<file path="src/rtl/slc3_pkg.sv">
// Types and default timing shared by the SLC-3 memory-side blocks.
package slc3_pkg;

  typedef enum logic [2:0] {
    IDLE,
    RD_ACT,
    WR_SETUP,
    WR_PULSE,
    WR_HOLD,
    DONE
  } mem_state_t;

  localparam int SRAM_RD_WAIT = 2;
  localparam int SRAM_WR_WAIT = 2;

  typedef logic [3:0] wait_cnt_t;

endpackage

</file>
<file path="src/rtl/sram_ctrl.sv">
// Word-at-a-time sequencer for the board's asynchronous 16-bit SRAM.
//
// state    | meaning
// IDLE     | strobes inactive, waiting for req
// RD_ACT   | CE/OE asserted, read data captured when cnt reaches 0
// WR_SETUP | CE asserted, data driven, WE still high
// WR_PULSE | WE low for WR_WAIT cycles
// WR_HOLD  | WE released, data still driven
// DONE     | one-cycle ready pulse
module sram_ctrl
  import slc3_pkg::*;
#(
  parameter int ADDR_W  = 20,
  parameter int DATA_W  = 16,
  parameter int RD_WAIT = SRAM_RD_WAIT,
  parameter int WR_WAIT = SRAM_WR_WAIT
) (
  input  logic              Clk,
  input  logic              Reset,
  input  logic              req,
  input  logic              we,
  input  logic [1:0]        be,
  input  logic [ADDR_W-1:0] addr,
  input  logic [DATA_W-1:0] wdata,
  output logic [DATA_W-1:0] rdata,
  output logic              ready,
  output logic              busy,
  output logic [ADDR_W-1:0] A,
  output logic              CE_N,
  output logic              OE_N,
  output logic              WE_N,
  output logic              UB_N,
  output logic              LB_N,
  input  logic [DATA_W-1:0] dq_in,
  output logic [DATA_W-1:0] dq_out,
  output logic              dq_oe
);

  localparam wait_cnt_t RD_LOAD = wait_cnt_t'(RD_WAIT - 1);
  localparam wait_cnt_t WR_LOAD = wait_cnt_t'(WR_WAIT - 1);

  mem_state_t state_q, state_d;
  wait_cnt_t  cnt_q;
  logic [1:0] be_q;

  always_ff @(posedge Clk or posedge Reset) begin
    if (Reset) state_q <= IDLE;
    else       state_q <= state_d;
  end

  always_comb begin
    state_d = state_q;
    case (state_q)
      IDLE:     if (req) state_d = we ? WR_SETUP : RD_ACT;
      RD_ACT:   if (cnt_q == '0) state_d = DONE;
      WR_SETUP: state_d = WR_PULSE;
      WR_PULSE: if (cnt_q == '0) state_d = WR_HOLD;
      WR_HOLD:  state_d = DONE;
      DONE:     state_d = IDLE;
      default:  state_d = IDLE;
    endcase
  end

  // Address and write data are only loaded on accept, so the pins stay put mid-transaction.
  always_ff @(posedge Clk or posedge Reset) begin
    if (Reset) begin
      A      <= '0;
      dq_out <= '0;
      be_q   <= '0;
      rdata  <= '0;
      cnt_q  <= '0;
    end else begin
      case (state_q)
        IDLE: begin
          if (req) begin
            A      <= addr;
            dq_out <= wdata;
            be_q   <= be;
            cnt_q  <= RD_LOAD;
          end
        end
        RD_ACT: begin
          if (cnt_q != '0) cnt_q <= cnt_q - 1'b1;
          else             rdata <= dq_in;
        end
        WR_SETUP: cnt_q <= WR_LOAD;
        WR_PULSE: if (cnt_q != '0) cnt_q <= cnt_q - 1'b1;
        default: ;
      endcase
    end
  end

  // Strobes decode from state and registered byte enables only.
  always_comb begin
    CE_N  = 1'b1;
    OE_N  = 1'b1;
    WE_N  = 1'b1;
    UB_N  = 1'b1;
    LB_N  = 1'b1;
    dq_oe = 1'b0;
    ready = 1'b0;
    busy  = (state_q != IDLE);
    case (state_q)
      RD_ACT: begin
        CE_N = 1'b0;
        OE_N = 1'b0;
        UB_N = 1'b0;
        LB_N = 1'b0;
      end
      WR_SETUP, WR_PULSE, WR_HOLD: begin
        CE_N  = 1'b0;
        WE_N  = (state_q != WR_PULSE);
        UB_N  = ~be_q[1];
        LB_N  = ~be_q[0];
        dq_oe = 1'b1;
      end
      DONE:    ready = 1'b1;
      default: ;
    endcase
  end

endmodule

</file>
<file path="config.mk">
export PLATFORM = sky130hd
export DESIGN_NAME = sram_ctrl
export DESIGN_NICKNAME = d
export VERILOG_FILES = /design/src/rtl/slc3_pkg.sv /design/src/rtl/sram_ctrl.sv
export SDC_FILE = /design/constraint.sdc
export NUM_CORES = 1
export LEC_CHECK = 0
export CORE_ASPECT_RATIO = 0.75
export CORE_UTILIZATION = 41
export CTS_CLUSTER_DIAMETER = 80
export CTS_CLUSTER_SIZE = 14
export DETAILED_ROUTE_END_ITERATION = 8
export PLACE_DENSITY = 0.8
export SYNTH_ARGS = -nofsm -noshare
export SYNTH_HDL_FRONTEND = slang
export SYNTH_SLANG_ARGS = --single-unit
export TNS_END_PERCENT = 100
</file>
<file path="constraint.sdc">
create_clock -name Clk -period 2.52 [get_ports Clk]
set_input_delay 0.504 -clock Clk [delete_from_list [all_inputs] [get_ports Clk]]
set_output_delay 0.504 -clock Clk [all_outputs]
set_load 0.05 [all_outputs]
</file>
# Yosys cells after proc, flatten, opt, wreduce, memory -nomap -nowiden
# Cells that the tools add are included.
dict set report totals {
  out_inout_bits 60
  reg_bits 61
  in_bits 58
  word_cells 47
  rom_bits 0
  mem_count 0
  latch_bits 0
  mem_bits_rw 0
}
dict set report op_classes {
  n_lt_le_gt_ge 0
  mul 0
  n_addsub 1
  bitwise 3
  n_div 0
  reduce_logical 12
  mux 15
  eq_ne 10
  n_shift 0
}
# cell n
set ops {}
lappend ops {{one-hot mux 3 bit (5 select lines)} 1}
lappend ops {{one-hot mux 4 bit (3 select lines)} 1}
lappend ops {{two-way mux 3 bit} 3}
lappend ops {{two-way mux 4 bit} 2}
lappend ops {{== test 3 x 2 -> 1 bit (second input constant)} 2}
lappend ops {{== test 3 bit (second input constant)} 2}
lappend ops {{inequality test 2 bit (second input constant)} 3}
lappend ops {{AND reduction 3 bit} 2}
lappend ops {{nonzero test 3 bit} 2}
lappend ops {{two-way mux 1 bit} 5}
lappend ops {{zero test 4 bit} 1}
lappend ops {{one-hot mux 1 bit (2 select lines)} 2}
lappend ops {{AND reduction 2 bit} 2}
lappend ops {{nonzero test 4 bit} 1}
lappend ops {{OR reduction 4 bit} 1}
lappend ops {{subtractor 4 x 1 -> 4 bit (second input constant)} 1}
lappend ops {{== test 3 x 1 -> 1 bit (second input constant)} 1}
lappend ops {{zero test 3 bit} 1}
lappend ops {{inequality test 3 x 2 -> 1 bit (second input constant)} 1}
lappend ops {{NOT 1 bit} 3}
lappend ops {{OR reduction 3 bit} 1}
lappend ops {{two-way mux 2 bit} 1}
lappend ops {{inequality test 2 x 1 -> 1 bit (second input constant)} 1}
lappend ops {{OR reduction 2 bit} 1}

# Depth between registers and ports, before layout
dict set report depth {
  word_depth 4
  ltp_mapped 6
  depth_no_buf 5
}

# Least setup slack after synthesis
# OpenSTA, ideal clock, no wires.
dict set report synth_timing {
  kind {register to output}
  from {reg state_q[2]}
  to {out UB_N}
  path_buffers 1
  stages_incl_launch_ff 4
  arrival_time_ns 2.464
  setup_slack_ns -0.448
  path_cell_list {dfrtp_1 > clkbuf_1 > o21ai_0 > a21oi_1}
}
dict set report synth_via {
  elab_chain_len 3
  elab_cells_between_ends 6
  classes_between {eq/ne: 4; mux: 1; reduce/logical: 1}
}
# element line_no
set synth_rtl {}
lappend synth_rtl {{start: declaration} sram_ctrl.sv:42} ;# mem_state_t state_q, state_d;
lappend synth_rtl {{start signal: assignment} sram_ctrl.sv:48} ;# else state_q <= state_d;
lappend synth_rtl {{== test 3 x 2 -> 1 bit or == test 3 bit (tied branches)} sram_ctrl.sv:103} ;# case (state_q)
lappend synth_rtl {{OR reduction 3 bit} sram_ctrl.sv:103}
lappend synth_rtl {{one-hot mux 1 bit (2 select lines) *} sram_ctrl.sv:103}
lappend synth_rtl {{end: declaration} sram_ctrl.sv:32} ;# output logic UB_N,
# Every way passes the cells marked *; elsewhere a longest branch is shown, timed or not.

# Worst setup path in the final report
dict set report layout_timing {
  from {reg state_q[2]}
  to {out LB_N}
}
dict set report layout_via {
  elab_chain_len 3
  elab_cells_between_ends 6
  classes_between {eq/ne: 4; mux: 1; reduce/logical: 1}
}
# element line_no
set layout_rtl {}
lappend layout_rtl {{== test 3 x 2 -> 1 bit or == test 3 bit (tied branches)} sram_ctrl.sv:103}
lappend layout_rtl {{OR reduction 3 bit} sram_ctrl.sv:103}
lappend layout_rtl {{one-hot mux 1 bit (2 select lines) *} sram_ctrl.sv:103}
lappend layout_rtl {{end: declaration} sram_ctrl.sv:33} ;# output logic LB_N,
# Marks and branches as above.

==> results.tsv <==
metric	value	unit
run_status	finished clean	
drcViolationCount	0	
timing.max_slew.rel_slack	0.644	
die_h	70.5	um
synthFlopType	dfrtp_1	
post_drt_wl_per_cell	14.9	um
postCtsHoldBufs	0	
cts.path.max_buffers	2	
dr_total_vias	1814	
area_growth	56.3	%
dr.pass1.iters	4	
design.core.area	5920	um2
final_cell_mix	clkdlybuf4s50_1 (109), dfrtp_1 (60), mux2_2 (35), clkbuf_8 (12), mux2_4 (10)	
synth_xor_area_frac	0	
synth_compound_area_frac	0.0400	
grt_use_total	0.184	
rsz0062_at_grt	no	
ctsResizeCount	4	
setup_viol	0	
grt.overflow.total	0	
cp-start-kind	register	
fin_nets	353	
async_flop_share	1.00	
dp_hpwl	4.14	mm
clkTransAtPathRegs	0.06	ns
holdWs	0.414	ns
antenna_left	0	
critPathMaxFanout	10	
synth_cells	170	
synth-simple-area-share	0.0732	
final.fill_count	453	
slew_viol_final	0	
grt_start_max_net_pins	40	
yosysWarnings	0	
via_per_inst	4.82	
synthesis.area	2560	um2
synth_seq_cells	61	
post_synth.cell_area_avg	15.1	um2
endpoint_kind	primary output	
fp.dieW	93.3	um
final_common_cell	clkdlybuf4s50_1	
multi_input_area	955	um2
grt_pass1_vias	1949	
timing.final.crit_share	0.933	
synth_top_family_by_area	multiplexers	
place_ws	0.245	ns
antenna_cells	0	
worst_pin_slew	0.532	ns
routed_wl	5.59	mm
rows	24	
grt_pass1_wl	9.13	mm
numPortBuffers	117	
crit_type	register to primary output	
place_congestion	0.763	
drive_above_1_share	0.258	
synthMuxAreaShare	0.251	
cts_tree	done	
period_needed	2.35	ns
timing.fmax	0.425	GHz
post_cts_buffers	0	
regArea	1530	um2
cts_sinks	61	
yosysSeqAreaShare	0.595	
synth_cell_types	34	
cp.arrival	1.85	ns
antenna_found_initial	0	
worstPathRequired	2.02	ns
ios	118	
synth_fp_nets	229	
finalCoreUtilization	0.677	
maxCapViolations	0	
synth_edf_count	0	
clk-insertion-delay-late	0.32	ns
finalClockSkew	0.00904	ns
fin_ws	0.169	ns
hp-class	input port to asynchronous set/reset pin	
timing.setup.tns	0	ns
cts-buffers-inserted	9	
start_util	0.433	
hold_viol_final	0	
cts.htree.levels	3	
cts-root-buf	clkbuf_8	
synthAdderAreaFrac	0.00488	
drt_iter0_markers	43	
dieArea	6580	um2
[Yosys cell counts, types with 2 or more instances]
cell | n | share of area
dfrtp_1 | 61 | 0.60
buf_6 | 4 | 0.018
a21o_1 | 2 | 0.0059
and3_1 | 2 | 0.0049
o21ai_0 | 6 | 0.012
or2_2 | 2 | 0.0049
nand2b_1 | 2 | 0.0049
a211o_1 | 2 | 0.0068
nand2_1 | 3 | 0.0044
buf_4 | 2 | 0.0059
a21oi_1 | 3 | 0.0059
nor3_1 | 2 | 0.0039
or3_1 | 2 | 0.0049
mux2_1 | 8 | 0.035
inv_1 | 6 | 0.0088
clkbuf_1 | 2 | 0.0029
mux2_4 | 10 | 0.059
mux2_2 | 35 | 0.15
[layer usage]
layer | track usage | vias up | share of wire
met5 | 0 | - | 0
met4 | 0.0615 | 0 | 0.0068
li1 | - | 846 | -
met3 | 0.0959 | 4 | 0.10
met2 | 0.287 | 67 | 0.46
met1 | 0.218 | 897 | 0.42
[metrics by stage]
step,area (um2),instances
finish,4010,376
global route,4010,376
CTS,4000,376
detailed placement,3830,361
global placement,3830,361
floorplan,2570,170
[final timing paths]
| path | startpoint | depth (start not counted) | end | slack (ns) |
|---|---|---|---|---|
| hold reg to reg | A[19]$_DFFE_PP0P_ | 1 | A[19]$_DFFE_PP0P_ | 0.49 |
| hold / removal | Reset | 2 | dq_out[14]$_DFFE_PP0P_ | 0.41 |
| setup / recovery | state_q[2]$_DFFE_PP0P_ | 4 | LB_N | 0.17 |
| min in group Clk | A[19]$_DFFE_PP0P_ | 1 | A[19]$_DFFE_PP0P_ | 0.49 |
| setup reg to reg | cnt_q[1]$_DFFE_PP0P_ | 5 | rdata[5]$_DFFE_PP0P_ | 0.66 |
| max in group asynchronous | Reset | 3 | rdata[7]$_DFFE_PP0P_ | 1.54 |
[area by class of cell]
type,count,area share
well taps,78,0.0244
clock buffers,14,0.0431
multi-input cells,95,0.238
clock inverters,1,0.00125
inverters,6,0.00562
repair buffers,121,0.306
flip-flops and latches,61,0.381
[flip-flops by register name, indices dropped and copies added, names as in the netlist]
signal   cells
dq_out      16
cnt_q        4
rdata       16
A           20
state_q      3
be_q         2
[worst max-delay path: stages, from the launching register on]
cell and delay (ns):
dfrtp_2 0.47, buf_4 0.17, or3b_2 0.48, o22a_1 0.22
buf_4 0.19
[cell families (layout without fill, tap and decap cells)]
kind of cell    after synthesis  count (layout)
mux                          54              54
simple gates                 24              24
compound gates               16              16
buf+inv                      14             142
flops                        61              61
fa+ha+maj                     1               1
Power is left out: the tool's default activity adds up to more than one toggle a clock period on the data nets, which glitch-free logic cannot reach.
